--- config.mk ---
export PLATFORM = sky130hd
export DESIGN_NAME = seg7_scan_ctrl
export DESIGN_NICKNAME = d
export VERILOG_FILES = /design/src/rtl/seg7_pkg.sv /design/src/rtl/seg7_hex_decoder.sv /design/src/rtl/seg7_scan_ctrl.sv
export SDC_FILE = /design/constraint.sdc
export NUM_CORES = 1
export LEC_CHECK = 0
export CORE_AREA = 5 5 68 82
export CTS_BUF_LIST = sky130_fd_sc_hd__clkbuf_4 sky130_fd_sc_hd__clkbuf_8
export CTS_CLUSTER_SIZE = 20
export DETAILED_ROUTE_END_ITERATION = 8
export DIE_AREA = 0 0 73 87
export PLACE_DENSITY = 0.8
export SKIP_LAST_GASP = 1
export SYNTH_ARGS = -nofsm -noshare
export SYNTH_HDL_FRONTEND = slang
export SYNTH_SLANG_ARGS = --single-unit
--- constraint.sdc ---
create_clock -name clk_sys -period 2.6 [get_ports clk_sys]
set_input_delay 0.52 -clock clk_sys [delete_from_list [all_inputs] [get_ports clk_sys]]
set_output_delay 0.52 -clock clk_sys [all_outputs]
set_load 0.01 [all_outputs]
--- src/rtl/seg7_pkg.sv ---
// Shared types, glyph table and register-map helpers for the seven-segment scan controller.
package seg7_pkg;

  typedef logic [7:0] seg_t;

  typedef enum logic {
    ST_BLANK,
    ST_SHOW
  } scan_state_t;

  // Active-high glyphs, bit6..0 = g..a; bit7 (dp) is left clear here.
  localparam seg_t GLYPH [16] = '{
    8'h3F, 8'h06, 8'h5B, 8'h4F, 8'h66, 8'h6D, 8'h7D, 8'h07,
    8'h7F, 8'h6F, 8'h77, 8'h7C, 8'h39, 8'h5E, 8'h79, 8'h71
  };

  // DP and EN registers sit directly after the nibble registers.
  localparam int OFS_DP = 0;
  localparam int OFS_EN = 1;

  function automatic int ceil_div(input int a, input int b);
    return (a + b - 1) / b;
  endfunction

endpackage

--- src/rtl/seg7_hex_decoder.sv ---
// Combinational nibble + decimal point to active-high segment vector.
module seg7_hex_decoder
  import seg7_pkg::*;
(
  input  logic [3:0] nibble_i,
  input  logic       dp_i,
  output seg_t       seg_o
);

  seg_t glyph;

  assign glyph = GLYPH[nibble_i];
  assign seg_o = {dp_i, glyph[6:0]};

endmodule

--- src/rtl/seg7_scan_ctrl.sv ---
// Bus-mapped multi-digit seven-segment scan controller with blank gap between digits.
// Optional leading-zero blanking is enabled by defining SEG7_LZB_EN.
module seg7_scan_ctrl
  import seg7_pkg::*;
#(
  parameter int         NUM_DIGITS   = 4,
  parameter int         SCAN_DIV     = 50000,
  parameter int         BLANK_CYCLES = 2,
  parameter logic [7:0] BASE_ADDR    = 8'hD0,
  parameter int         ACTIVE_LOW   = 1
) (
  input  logic                  clk_sys,
  input  logic                  rst,
  input  logic [7:0]            BUS_ADDR,
  input  logic [7:0]            BUS_DATA,
  input  logic                  BUS_WE,
  output logic [NUM_DIGITS-1:0] SEG_SELECT_OUT,
  output logic [7:0]            HEX_OUT
);

  localparam int   NREG  = ceil_div(NUM_DIGITS, 2);
  localparam int   IDX_W = (NUM_DIGITS > 1) ? $clog2(NUM_DIGITS) : 1;
  localparam int   CNT_W = (SCAN_DIV > 1) ? $clog2(SCAN_DIV) : 1;
  localparam logic POL   = (ACTIVE_LOW != 0);
  localparam scan_state_t RST_STATE = (BLANK_CYCLES > 0) ? ST_BLANK : ST_SHOW;

  logic [3:0]            nib_q [NUM_DIGITS];
  logic [3:0]            nib_d [NUM_DIGITS];
  logic [NUM_DIGITS-1:0] dp_q, dp_d, en_q, en_d;
  logic [CNT_W-1:0]      cnt_q, cnt_d;
  logic [IDX_W-1:0]      idx_q, idx_d;
  scan_state_t           state_q, state_d;
  logic [NUM_DIGITS-1:0] sel_q, sel_d, sel_act;
  seg_t                  hex_q, hex_d, hex_act;
  logic [7:0]            ofs;
  logic [3:0]            nib_cur;
  logic                  dp_cur;
  logic                  lzb_blank;
  seg_t                  dec_seg;

  // Register writes; the offset is taken modulo 256 so addresses below BASE never alias.
  always_comb begin
    ofs   = BUS_ADDR - BASE_ADDR;
    nib_d = nib_q;
    dp_d  = dp_q;
    en_d  = en_q;
    if (BUS_WE) begin
      for (int k = 0; k < NUM_DIGITS; k++) begin
        if (ofs == 8'(k / 2)) nib_d[k] = (k % 2 == 1) ? BUS_DATA[7:4] : BUS_DATA[3:0];
      end
      if (ofs == 8'(NREG + OFS_DP)) dp_d = BUS_DATA[NUM_DIGITS-1:0];
      if (ofs == 8'(NREG + OFS_EN)) en_d = BUS_DATA[NUM_DIGITS-1:0];
    end
  end

  // Slot counter and digit index; the state follows the counter value it will hold.
  always_comb begin
    cnt_d = cnt_q + 1'b1;
    idx_d = idx_q;
    if (cnt_q == CNT_W'(SCAN_DIV - 1)) begin
      cnt_d = '0;
      idx_d = (idx_q == IDX_W'(NUM_DIGITS - 1)) ? '0 : idx_q + 1'b1;
    end
    state_d = (cnt_d < CNT_W'(BLANK_CYCLES)) ? ST_BLANK : ST_SHOW;
  end

  assign nib_cur = nib_q[idx_q];
  assign dp_cur  = dp_q[idx_q];

  seg7_hex_decoder u_dec (
    .nibble_i (nib_cur),
    .dp_i     (dp_cur),
    .seg_o    (dec_seg)
  );

`ifdef SEG7_LZB_EN
  logic [NUM_DIGITS-1:0] lz_from;

  // lz_from[k] is set when digits k..NUM_DIGITS-1 all hold zero.
  always_comb begin
    logic acc;
    acc = 1'b1;
    for (int k = NUM_DIGITS - 1; k >= 0; k--) begin
      acc        = acc && (nib_q[k] == 4'h0);
      lz_from[k] = acc;
    end
  end

  assign lzb_blank = (idx_q != '0) && lz_from[idx_q] && !dp_cur;
`else
  assign lzb_blank = 1'b0;
`endif

  // Disabled digits still drive segments; only their select stays off.
  always_comb begin
    sel_act = '0;
    hex_act = '0;
    if (state_q == ST_SHOW && !lzb_blank) begin
      hex_act = dec_seg;
      if (en_q[idx_q]) sel_act[idx_q] = 1'b1;
    end
    sel_d = sel_act ^ {NUM_DIGITS{POL}};
    hex_d = hex_act ^ {8{POL}};
  end

  // NOTE: every flop, including the digit nibble array, is cleared by reset so
  // a reset mid-scan restarts cleanly; state updates use <= only.
  always_ff @(posedge clk_sys) begin
    if (rst) begin
      for (int k = 0; k < NUM_DIGITS; k++) nib_q[k] <= '0;
      dp_q    <= '0;
      en_q    <= '1;
      cnt_q   <= '0;
      idx_q   <= '0;
      state_q <= RST_STATE;
      sel_q   <= {NUM_DIGITS{POL}};
      hex_q   <= {8{POL}};
    end else begin
      nib_q   <= nib_d;
      dp_q    <= dp_d;
      en_q    <= en_d;
      cnt_q   <= cnt_d;
      idx_q   <= idx_d;
      state_q <= state_d;
      sel_q   <= sel_d;
      hex_q   <= hex_d;
    end
  end

  assign SEG_SELECT_OUT = sel_q;
  assign HEX_OUT        = hex_q;

endmodule

Word-level counts from Yosys, hierarchy flattened

Memories as Yosys holds them, arrays and structs flattened.
Index checks and enable logic that the tools add are counted.

Input bits: 19
Memories kept: 1
Output and inout bits: 12
ROM bits: 128
Register bits after elaboration: 55

Add/subtract/negate cells: 3
Reductions and logical operators: 6
Bitwise logic cells: 4
Eq/ne operators: 5
Mux-type cells: 17
Order comparisons: 5

Memories:

| memory          | words | width | rd ports | clocked after Yosys merged registers in | write ports | line                   | source |
|---|---|---|---|---|---|---|---|
| (no name shown) | 16    | 8     | 1        | 0                                       | 0           | seg7_hex_decoder.sv:12 | `assign glyph = GLYPH[nibble_i];` |

Operators with widths:

| operator                                                               | count |
|---|---|
| 16-bit by 1-bit adder with 16-bit output (second input constant)       | 1 |
| 16-bit equality test (second input constant)                           | 1 |
| 8-bit by 2-bit equality test with 1-bit output (second input constant) | 2 |
| 16-bit by 2-bit < comparator with 1-bit output (second input constant) | 1 |
| 16-bit two-way mux                                                     | 1 |
| 4-bit two-way mux                                                      | 4 |
| 7-bit two-way mux                                                      | 2 |
| 4-bit binary-select mux with 2-bit select                              | 1 |
| 8-bit by 1-bit equality test with 1-bit output (second input constant) | 1 |
| 8-bit logical NOT                                                      | 1 |
| 8-bit two-way mux                                                      | 1 |
| 8-bit inverter                                                         | 1 |
| 2-bit AND reduction                                                    | 4 |
| 8-bit subtractor (second input constant)                               | 1 |
| 5-bit greater-or-equal comparator (second input constant)              | 1 |
| 4-bit inverter with 5-bit output                                       | 1 |
| 1-bit binary-select mux with 2-bit select                              | 2 |
| 1-bit two-way mux                                                      | 4 |
| 4-bit inverter                                                         | 1 |
| 3-bit greater-or-equal comparator (second input constant)              | 1 |
| 2-bit by 3-bit < comparator with 1-bit output (second input constant)  | 1 |
| 2-bit inverter with 3-bit output                                       | 1 |
| 2-bit by 1-bit adder with 2-bit output (second input constant)         | 1 |
| 1-bit demux with 2-bit select                                          | 1 |
| other kinds (4)                                                        | 4 |

Depth between registers and ports, before layout

Gate-level depths: netlist (run 1).

Depth in word-level cells: 10
Gate-level depth with buffers: 7
Mapped depth without buffers: 6

Modules after synthesis

Synthesis (run 1) repeated with hierarchy kept, for this count alone.

Cells, all modules: 273
Area, all modules: 2633.8 um2

Modules (own cells, without submodules):

| module           | seq. area each (um2) | area an instance (um2) | times used | cells an instance |
|---|---|---|---|---|
| seg7_scan_ctrl   | 1101.1               | 2336.0                 | 1          | 239 |
| seg7_hex_decoder | 0.0                  | 297.8                  | 1          | 34 |

Worst setup path after synthesis (run 1)

OpenSTA, ideal clock, no wires.

Path kind: register to register
From: reg idx_q[1]
To: reg hex_q[3] (netlist: HEX_OUT[3])
Setup time: 0.124 ns
Setup slack: 0.529 ns
Period minus slack after synthesis: 2.071 ns
Path buffers: 1
Cell stages (with the launch flop): 8
Data arrival time: 1.947 ns
Required time: 2.476 ns
Cells stage by stage: dfxtp_1 -> buf_2 -> mux4_2 -> inv_1 -> ha_1 -> inv_1 -> mux4_2 -> nand2b_1

Cells in the longest elaborated chain, start to end: 10

RTL lines:

| element                                                | line                   | source |
|---|---|---|
| from (decl)                                            | seg7_scan_ctrl.sv:31   | `logic [IDX_W-1:0] idx_q, idx_d;` |
| from (signal assigned)                                 | seg7_scan_ctrl.sv:123  | `idx_q <= idx_d;` |
| 2-bit inverter with 3-bit output (implied by the code) | seg7_scan_ctrl.sv:67   | `assign nib_cur = nib_q[idx_q];` |
| 4-bit binary-select mux with 2-bit select              | seg7_scan_ctrl.sv:67   |  |
| 4-bit two-way mux (implied by the code) (2 in series)  | seg7_scan_ctrl.sv:67   |  |
| 4-bit inverter with 5-bit output (implied by the code) | seg7_hex_decoder.sv:12 |  |
| memory read 16 x 8 bit                                 | n/a                    |  |
| 7-bit two-way mux (implied by the code) (2 in series)  | seg7_hex_decoder.sv:12 |  |
| 8-bit two-way mux                                      | seg7_scan_ctrl.sv:98   | `if (state_q == ST_SHOW && !lzb_blank) begin` |
| 8-bit inverter (no source line)                        | n/a                    |  |
| to (signal assigned)                                   | seg7_scan_ctrl.sv:117  | `hex_q <= {8{POL}};` |
| to (decl)                                              | seg7_scan_ctrl.sv:34   | `seg_t hex_q, hex_d, hex_act;` |

No other way between the ends. The select of a mux whose other input is x is not followed.
A chain may end at the register's enable or synchronous reset.

Worst setup path after layout (run 1)

Same ends and word-level chain as after synthesis.

==> results.rst, run 1 <==
.. list-table::
   :header-rows: 1

   * - Metric
     - Value
   * - Result of the run
     - finished clean
   * - GRT Overall Usage
     - between 15 and 20%
   * - Maximum vdd ir drop
     - approximately 0.27 mV
   * - Die width
     - ~73 um
   * - Port-buffer cells
     - 30
   * - Net load switching power
     - between 0.3 and 0.4 mW
   * - Crit. End Element
     - flop
   * - Synthesized netlist net count
     - approximately 300
   * - Clock Sinks
     - 55
   * - Critical path class
     - reg2reg
   * - Setup TNS
     - 0 ns
   * - Final hold viol count
     - 0
   * - Min setup slack post-route
     - between 0.4 and 0.5 ns
   * - Tcrit/Tclk final
     - a little over four fifths
   * - Antenna viol nets, final
     - 0
   * - Signal arrival time at the worst endpoint
     - around 2.4 ns
   * - Total routed wirelength
     - slightly above 5000 um
   * - Launching element type of the critical path
     - flop
   * - Vias
     - roughly 2.0k
   * - Area Overhead vs Synth
     - 17.77%
   * - Synth Cell Area
     - 2591 sq um
   * - Pwr Density
     - slightly above 500 nW/um^2
   * - Number of distinct library cell variants in the gate-level netlist after synthesis
     - 44
   * - Latest clock arrival within the worst-skew pair
     - slightly above 0.3 ns
   * - Number of H-tree levels
     - 2
   * - Crit. Startpoint
     - idx_q[1]
   * - Path class of the lowest-slack min-delay path
     - reg2reg
   * - Flops & latches, synth
     - between 50 and 60
   * - Quantity of hold-fixing buffers added after cts
     - 0
   * - Clock tree buffer depth
     - 2
   * - Prevailing post-synth register cell
     - sky130_fd_sc_hd__dfxtp_1
   * - Proportion of power drawn by flip-flops and latches
     - roughly 56%
   * - Post-Place Worst Slack
     - between 0.2 and 0.25 ns
   * - Maximum net fanout on the critical path
     - 6
   * - Fin crit period
     - roughly 2.2 ns
   * - Via/cell ratio
     - roughly 5.5
   * - Proportion of power drawn by the clock network
     - between 30 and 40%
   * - Clock slew at reported path FFs
     - 0.10 ns
   * - Avg WL per Cell
     - 13.91 um
   * - Cell count after synthesis
     - 276
   * - Area of the core
     - 4765 sq um
   * - Global placer's final weighted congestion
     - just under 0.8
   * - Cell at the root of the clock tree
     - sky130_fd_sc_hd__clkbuf_8
   * - Number of antenna repair diodes
     - 0
   * - Effective utilization at floorplan
     - between 50% and 60%
   * - Worst slew pin tran
     - ~0.43 ns
   * - Switching part of the total power
     - between 20% and 30%
   * - Die area
     - between 6000 and 7000 sq um
   * - Top library cells by usage in the layout, fill and taps aside
     - 55 x sky130_fd_sc_hd__dfxtp_1, 34 x sky130_fd_sc_hd__nor2_1, 30 x sky130_fd_sc_hd__clkdlybuf4s50_1, 27 x sky130_fd_sc_hd__nand2_1
   * - Total setup buffers inserted after CTS
     - 0
   * - Hpwl dp
     - roughly 3700 um
   * - Achievable frequency
     - approximately 460 MHz
   * - Final net count
     - 333
   * - Total of warnings raised by yosys
     - 0
   * - Leakage dissipation
     - roughly 1.1 nW
   * - Num ports
     - 31
   * - Drt first-iter violations
     - 101
   * - Y dimension of the die
     - 87 um
   * - Final Max Slew Viols
     - 0
   * - Most common cell after layout, fill and taps aside
     - sky130_fd_sc_hd__dfxtp_1
   * - Pre-antenna DRT Iters
     - 4
   * - Wire length of the first global-routing pass
     - a little under 9000 um
   * - Share of synthesized area occupied by flip-flops and latches
     - 42.49%
   * - Logic pwr share
     - under 10%
   * - EDFF count, synth
     - 0
   * - Residual overflow from global routing
     - 0
   * - Internal cell power
     - 1.232 mW
   * - Number of filler cells placed in the layout
     - between 400 and 500
   * - Setup repair after global routing missed its margin
     - false
   * - Worst slew margin
     - 71.44%
   * - Hold path startpoint
     - nib_q[8]
   * - Final total power
     - around 1.6 mW
   * - Max-capacitance violation count
     - 0
   * - FFs w/ async S/R, synth
     - 0%
   * - Via count of the first global-routing pass
     - 1987
   * - Share of layout cells above drive strength 1
     - a little under 8%
   * - Number of CTS-inserted buffers
     - 5
   * - CTS tree
     - built
   * - Detailed-route DRC error count
     - 0
   * - Setup Viol. Count Final
     - 0
   * - Post-Route Skew
     - between 0.01 and 0.015 ns
   * - Required time at the endpoint of the critical path
     - between 2 and 3 ns
   * - Resized cells post-CTS
     - 0
   * - Reg-to-reg critical path startpoint
     - idx_q[1]
   * - Num rows
     - 28
   * - Mean post-synth cell area
     - between 9 and 10 sq um
   * - Pin count of the biggest net entering global routing
     - 29
   * - Number of antenna violations at the first check in global routing
     - 0
   * - Worst Hold Margin
     - between 0.4 and 0.5 ns
==> stage by stage <==
stage / area, sq um / util [%] / std cells
2_1_floorplan: 2591 / - / 276
3_3_place_gp: 2934 / 61.58 / 357
3_5_place_dp: 2934 / 61.58 / 357
4_1_cts: 3052 / 64.05 / 365
5_1_grt: 3052 / 64.05 / 365
6_report: 3052 / 64.05 / 365
==> path summary, 6_finish.rpt <==
kind / to / depth (start not counted) / slack, ns
worst max-delay path: HEX_OUT[3] / 6 / 0.41
worst min-delay path: nib_q[8] / 2 / 0.45
worst max register to register: HEX_OUT[3] / 6 / 0.41
worst min register to register: nib_q[8] / 2 / 0.45
==> worst max-delay path, stage by stage (launching register included) <==
cell                       delay (ns)
sky130_fd_sc_hd__dfxtp_1         0.55
sky130_fd_sc_hd__mux4_2          0.62
sky130_fd_sc_hd__inv_1           0.13
sky130_fd_sc_hd__ha_1            0.17
sky130_fd_sc_hd__inv_1           0.04
sky130_fd_sc_hd__mux4_2          0.44
sky130_fd_sc_hd__nand2b_1        0.15
==> sequential cells by signal, summed over array words and instances, names as in the netlist <==
signal          flops
HEX_OUT             8
SEG_SELECT_OUT      4
cnt_q              16
dp_q                4
en_q                4
idx_q               2
nib_q              16
state_q             1
==> synthesized netlist by cell type (7+ instances only) <==
library cell | instances | share of area (%)
sky130_fd_sc_hd__dfxtp_1 | 55 | 42
sky130_fd_sc_hd__nor2_1 | 34 | 4.9
sky130_fd_sc_hd__nand2_1 | 27 | 3.9
sky130_fd_sc_hd__inv_1 | 14 | 2.0
sky130_fd_sc_hd__mux2i_1 | 14 | 5.4
sky130_fd_sc_hd__a21oi_1 | 12 | 2.3
sky130_fd_sc_hd__nand3_1 | 12 | 2.3
sky130_fd_sc_hd__ha_1 | 10 | 4.8
sky130_fd_sc_hd__xnor2_1 | 9 | 3.0
sky130_fd_sc_hd__clkbuf_1 | 7 | 1.0
==> layer usage <==
metal / GRT usage, % / share of wire, %
met5: 0 / 0
met4: 8.893 / 1.8
met3: 2.425 / 3.7
met2: 30.43 / 49
met1: 21.06 / 46
==> logic make-up after synthesis <==
group | synth area share (%)
fa+ha+maj | 4.829
flops | 42.49
buf+inv | 5.022
xor+xnor | 5.070
compound gates | 8.451
simple gates | 22.50
mux | 11.64
==> area by class of cell <==
| type | instances | area [sq um] | area share, % |
|---|---|---|---|
| clock buffers | 6 | 82.58 | 2.706 |
| clock inverters | 2 | 35.03 | 1.148 |
| inverters | 14 | 52.55 | 1.722 |
| multi-input cells | 192 | 1360 | 44.57 |
| flip-flops and latches | 55 | 1101 | 36.08 |
| well taps | 60 | 75.07 | 2.460 |
| repair buffers | 36 | 345.3 | 11.32 |
==> power by group through the flow <==
stage	Sequential [mW]	Combinational, mW	Clock, mW
3_3_place_gp	0.886	0.111	0
5_1_grt	0.870	0.121	0.620
2_1_floorplan	0.891	0.0412	0
6_report	0.867	0.112	0.579
4_1_cts	0.868	0.113	0.593
3_5_place_dp	0.887	0.113	0
Power figures use the tool's default switching activity.
==> run 2: changes to the inputs <==
Settings changed: CORE_AREA 5 5 68 82 to 5 5 71 86, DIE_AREA 0 0 73 87 to 0 0 76 91, PLACE_DENSITY 0.8 to 0.76.
Clock period 2.6 ns to 2 ns, I/O delays scaled along.
==> results.rst, run 2 (same netlist as run 1, synthesis figures left out) <==
.. list-table::
   :header-rows: 1

   * - Metric
     - Value
   * - Number of filler cells placed in the layout
     - around 450
   * - Worst slew margin
     - around three quarters
   * - Worst slew pin tran
     - ~0.40 ns
   * - Pre-antenna DRT Iters
     - 4
   * - Hpwl dp
     - roughly 3900 um
   * - Number of placed instances, taps included
     - between 300 and 400
   * - Max-capacitance violation count
     - 0
   * - Post-route standard cell area excluding fillers
     - between 3000 and 4000 sq um
   * - Leakage dissipation
     - approximately 1.1 nW
   * - Post-Route Skew
     - roughly 0.014 ns
   * - Core occupancy in the finished layout
     - around three fifths
   * - Area used by multi-input combinational logic
     - about 1400 sq um
   * - Final net count
     - 347
   * - Post-layout instance count excluding filler cells
     - 381
   * - Achievable frequency
     - approximately 520 MHz
   * - Via count of the first global-routing pass
     - between 2k and 2.5k
   * - Worst path top cell family by delay
     - multiplexers
   * - Number of antenna repair diodes
     - 0
   * - Fin crit period
     - 1.909 ns
   * - Die area
     - 6916 sq um
   * - Final total power
     - approximately 1.9 mW
   * - Drt first-iter violations
     - between 150 and 200
   * - Post-Place Worst Slack
     - -0.2409 ns
   * - Slowest Stage Delay on Critical Path
     - approximately 0.57 ns
   * - Setup Viol. Count Final
     - 0
   * - Path class of the lowest-slack min-delay path
     - reg2reg
   * - Final Max Slew Viols
     - 0
   * - Via/cell ratio
     - between 5 and 6
   * - Buffering stage count on the worst path with inverters included
     - 2
   * - Number of H-tree levels
     - 2
   * - GRT Overall Usage
     - between 10% and 20%
   * - Required time at the endpoint of the critical path
     - around 2.2 ns
   * - Clock slew at reported path FFs
     - roughly 0.1 ns
   * - Crit. End Element
     - flop
   * - Signal arrival time at the worst endpoint
     - ~2.1 ns
   * - Num ports
     - 31
   * - Avg WL per Cell
     - 13.43 um
   * - Y dimension of the die
     - roughly 91 um
   * - Maximum net fanout on the critical path
     - 5
   * - CP max stage cell
     - sky130_fd_sc_hd__mux4_2
   * - Top library cells by usage in the layout, fill and taps aside
     - 54 x sky130_fd_sc_hd__dfxtp_1, 34 x sky130_fd_sc_hd__nor2_1, 30 x sky130_fd_sc_hd__clkdlybuf4s50_1, 27 x sky130_fd_sc_hd__nand2_1, 20 x sky130_fd_sc_hd__buf_4
   * - Pwr Density
     - just over 600 nW/um^2
   * - Most common cell after layout, fill and taps aside
     - sky130_fd_sc_hd__dfxtp_1
   * - Area of the core
     - roughly 5200 sq um
   * - Result of the run
     - finished clean
   * - Top cell by count, worst path
     - sky130_fd_sc_hd__mux4_2
   * - Residual overflow from global routing
     - 0
   * - Area Overhead vs Synth
     - 21.54%
   * - Setup repair after global routing missed its margin
     - false
   * - Global placer's final weighted congestion
     - 0.8570
   * - Effective utilization at floorplan
     - ~50%
   * - Total routed wirelength
     - roughly 5100 um
   * - Number of CTS-inserted buffers
     - 5
   * - Placed standard-cell area
     - a little over 3000 sq um
   * - Die width
     - between 70 and 80 um
   * - Critical path class
     - reg2reg
   * - Maximum vdd ir drop
     - 0.3401 mV
   * - Port-buffer cells
     - 30
   * - Num rows
     - 29
   * - CTS tree
     - built
   * - Min setup slack post-route
     - around 0.091 ns
   * - Vias
     - around 2.0k
   * - Share of layout cells above drive strength 1
     - between 10% and 20%
   * - Launching element type of the critical path
     - flop
   * - Wire length of the first global-routing pass
     - about 9100 um
   * - Area of all sequential standard cells
     - 1105 sq um
   * - Clock tree buffer depth
     - 2
   * - Detailed-route DRC error count
     - 0
   * - Worst setup slack for register-to-register paths
     - between 0.09 and 0.1 ns
   * - Tcrit/Tclk final
     - 95.44%
   * - Antenna viol nets, final
     - 0
   * - Cell at the root of the clock tree
     - sky130_fd_sc_hd__clkbuf_8
   * - Cell breakdown of the critical path
     - mux4_2, inv_2, ha_1, inv_1, mux4_2, nand2b_1
   * - Latest clock arrival within the worst-skew pair
     - 0.32 ns
   * - Pin count of the biggest net entering global routing
     - 28
   * - Clock Sinks
     - between 50 and 60
   * - Final hold viol count
     - 0
   * - Number of antenna violations at the first check in global routing
     - 0
-- run 2: cell count changes in the layout (fill, tap and decap cells not counted), sizes merged --
cell      previous run  this run
buf                  6        20
bufinv               1         0
clkinvlp             0         1
-- run 2: power breakdown --
part | switching, mW | leakage (nW) | internal (mW) | total (mW)
registers | 0.0109 | 0.446 | 1.12 | 1.13
clock network | 0.368 | 0.0474 | 0.283 | 0.651
logic | 0.0648 | 0.616 | 0.0822 | 0.147
-- run 2: area by class of cell --
| type | count | area share (%) |
|---|---|---|
| repair buffers | 50 | 14.30 |
| clock inverters | 2 | 0.5165 |
| multi-input cells | 192 | 43.35 |
| well taps | 62 | 2.463 |
| clock buffers | 6 | 2.622 |
| flip-flops and latches | 55 | 35.08 |
| inverters | 14 | 1.669 |
-- run 2: repair_timing --
| action | 4_1_cts | 5_1_grt |
|---|---|---|
| hold endpoints to repair | 0 | 0 |
| resized for setup | 1 | 2 |
| hold buffers | 0 | 0 |
| setup buffers | 0 | 0 |
| pin swaps | 0 | 0 |
| endpoints found under the setup margin | 1 | 2 |
-- run 2: through the flow --
| stage | setup TNS [ns] | hold WS [ns] |
|---|---|---|
| 2_1_floorplan | 0 | 0.4286 |
| 3_3_place_gp | -3.947 | 0.4367 |
| 3_5_place_dp | -4.378 | 0.4485 |
| 4_1_cts | 0 | 0.4620 |
| 5_1_grt | 0 | 0.4940 |
| 6_report | 0 | 0.4602 |
-- run 2: path summary, 6_finish.rpt --
kind	cells after the start	endpoint	startpoint
setup / recovery	6	HEX_OUT[3]	idx_q[1]
hold / removal	2	nib_q[13]	nib_q[13]
setup reg to reg	6	HEX_OUT[3]	idx_q[1]
hold reg to reg	2	nib_q[13]	nib_q[13]
-- run 2: tightest hold or removal path, delay by kind of cell, from the launching register on --
kind            cells  cell delay, ns
flops               1            0.32
simple gates        1            0.05
compound gates      1            0.05
-- run 2: metal layers --
| layer | up-vias | global-route usage [%] | routed length [um] | share of wire (%) |
|---|---|---|---|---|
| met4 | 0 | 6.380 | 80 | 1.6 |
| met2 | 39 | 27.50 | 2545 | 50 |
| li1 | 1053 | - | - | - |
| met5 | - | 0 | 0 | 0 |
| met1 | 950 | 18.76 | 2275 | 44 |
| met3 | 6 | 3.366 | 215 | 4.2 |
==> run 3: changes to the inputs <==
Settings changed: CTS_CLUSTER_DIAMETER set to 30.
==> results of run 3 <==
Same layout as run 2: the final DEF is identical, and so are final timing and power.
==> variant, RTL diff (config.mk and constraints of run 2) <==
`SCAN_DIV`: 50000 -> 25000.
--- a/src/rtl/seg7_scan_ctrl.sv
+++ b/src/rtl/seg7_scan_ctrl.sv
@@ -6,3 +6,3 @@
   parameter int         NUM_DIGITS   = 4,
-  parameter int         SCAN_DIV     = 50000,
+  parameter int         SCAN_DIV     = 25000,
   parameter int         BLANK_CYCLES = 2,
Function: same outputs for any inputs over 10 cycles, from zero or initial values and one cycle with rst high; that may be too few to reach the edited logic, so the function may still have changed.
==> variant against run 2 <==
Worst setup slack worse by 13 ps. Area after synthesis fell by 2.3%. Clock power is 11% higher. Highest routed layer unchanged. Sequential cell count decreased by 1. Hold slack improved by 13 ps. Final area shrank 0.72%. Wire length fell by 2.2%. Total power increased by 2.3%.
==> variant: results (changes against run 2) <==
outcome=finished, final reports clean; Worst VDD drop=0.487 mV (+43%); Final Routed Wirelength=5010 microns (-2.2%); ys flop type=dfxtp_1; Syn Nets=294 (-3.6%); critical path arrival=2130 ps (about the same); Via density=5.33 (-0.83%); first-iteration detailed-routing DRC count=71 (-59%); max FFs per register=16; count of flip-flops with a built-in enable after synthesis=0 (unchanged); GP Congestion=0.815 (-4.9%); Yosys warnings=0 (unchanged); initial antenna violation count=0 (unchanged); M3 GR Usage=3.66% (+0.30 points); GRT Resource Usage Total=15.2% (-0.61 points); Most flops, register=nib_q; H-tree Lvls=2 (unchanged); HP Class=reg -> reg; Seq/Total Area, Yosys=42.7% (+0.22 points); Clock Path Buffers=2 (unchanged); CTS Root Buffer Type=clkbuf_8; Initial DRT Pass Iterations=4 (unchanged); largest net degree at the start of global routing=27 (-3.6%); Port Buf Inserts=30 (unchanged); n_diodes=0 (unchanged); grt met1 use=17.4% (-1.3 points); dpl hpwl=3780 microns (-1.9%); grt met2 use=27.3% (-0.21 points); Max-slew headroom=70.2% (-2.9 points); first-pass GRT wire length=8740 microns (-4.3%); CTS buffer count=5 (unchanged); top post-synthesis cells by area=dfxtp_1 (43%), mux2i_1 (8.3%), nor2_1 (6.5%), mux4_2 (6.2%), ha_1 (4.9%); fraction of registers with async set or reset after synthesis=0% (unchanged); leakage power=1.13 nW (+2.0%); share of layout cells above drive strength 1=15.6% (+2.5 points); clk_skew=8.99 ps (-4.96 ps); Synth top cells by count=dfxtp_1 (54), nor2_1 (44), mux2i_1 (21), nand2_1 (16), nand3_1 (12); Layout Nets=335 (-3.5%); post-synth cell types=42 (-4.5%); Clock Latency Late Sink=around 310 ps; vias in the first global route=1972 (-3.5%); post-placement setup slack=-139 ps (+102 ps); CP Max Fanout=4 (-1)
## variant: path summary, 6_finish.rpt
kind | end | cells after the start | slack, ps | start
max | HEX_OUT[3]$_SDFF_PP1_ | 6 | 80 | idx_q[1]$_SDFFE_PP0N_
min | en_q[0]$_SDFFE_PP1P_ | 1 | 470 | en_q[0]$_SDFFE_PP1P_
max reg2reg | HEX_OUT[3]$_SDFF_PP1_ | 6 | 80 | idx_q[1]$_SDFFE_PP0N_
min reg2reg | en_q[0]$_SDFFE_PP1P_ | 1 | 470 | en_q[0]$_SDFFE_PP1P_
## variant: cells by family after synthesis
kind of cell | synth area share [%]
AO/OA/AOI/OAI | 6.53
XOR/XNOR | 4.84
adder cells (fa/ha/maj) | 4.94
buffers and inverters | 4.94
flip-flops | 42.7
multiplexers | 14.5
AND/OR/NAND/NOR | 21.5
## variant: power breakdown
group	internal, W	total [W]	switching [W]
registers	0.00110	0.00110	0.00000861
clock network	0.000369	0.000722	0.000353
logic	0.0000811	0.000144	0.0000629
total	0.00155	0.00197	0.000424
## variant: worst max-delay path: stages, from the launching register on
cell and delay, ps:
dfxtp_4 390, mux4_2 570, inv_2 80, ha_1 150, inv_1 50, mux4_2 440
nand2b_1 140
## variant: repair_timing
item	in CTS	in global routing
setup endpoints to repair	1	6
hold buffers	0	0
setup buffers	0	0
resized for setup	1	4
## variant: routing by layer
metal,part of all wire (%),vias to the layer above
met5,0,-
met1,43,919
met2,52,45
met3,4.2,9
met4,1.4,0
li1,-,994
## variant: per-stage QoR
step,cells,hold slack [ps],setup TNS [ps],area (sq um),utilization (%)
3_3_place_gp,361,436,-1120,3010,58.0
6_report,369,473,0,3130,60.3
2_1_floorplan,265,426,0,2540,-
5_1_grt,369,510,0,3130,60.3
4_1_cts,369,476,0,3120,60.1
3_5_place_dp,361,452,-1660,3010,58.0
## variant: area by class of cell
class	instances	area, sq um
fill	445	2060
clock inverter	3	40.0
inverter	11	41.3
clock buffer	5	68.8
tap	62	77.6
timing repair buffer	51	483
sequential	54	1090
multi-input combinational	183	1330
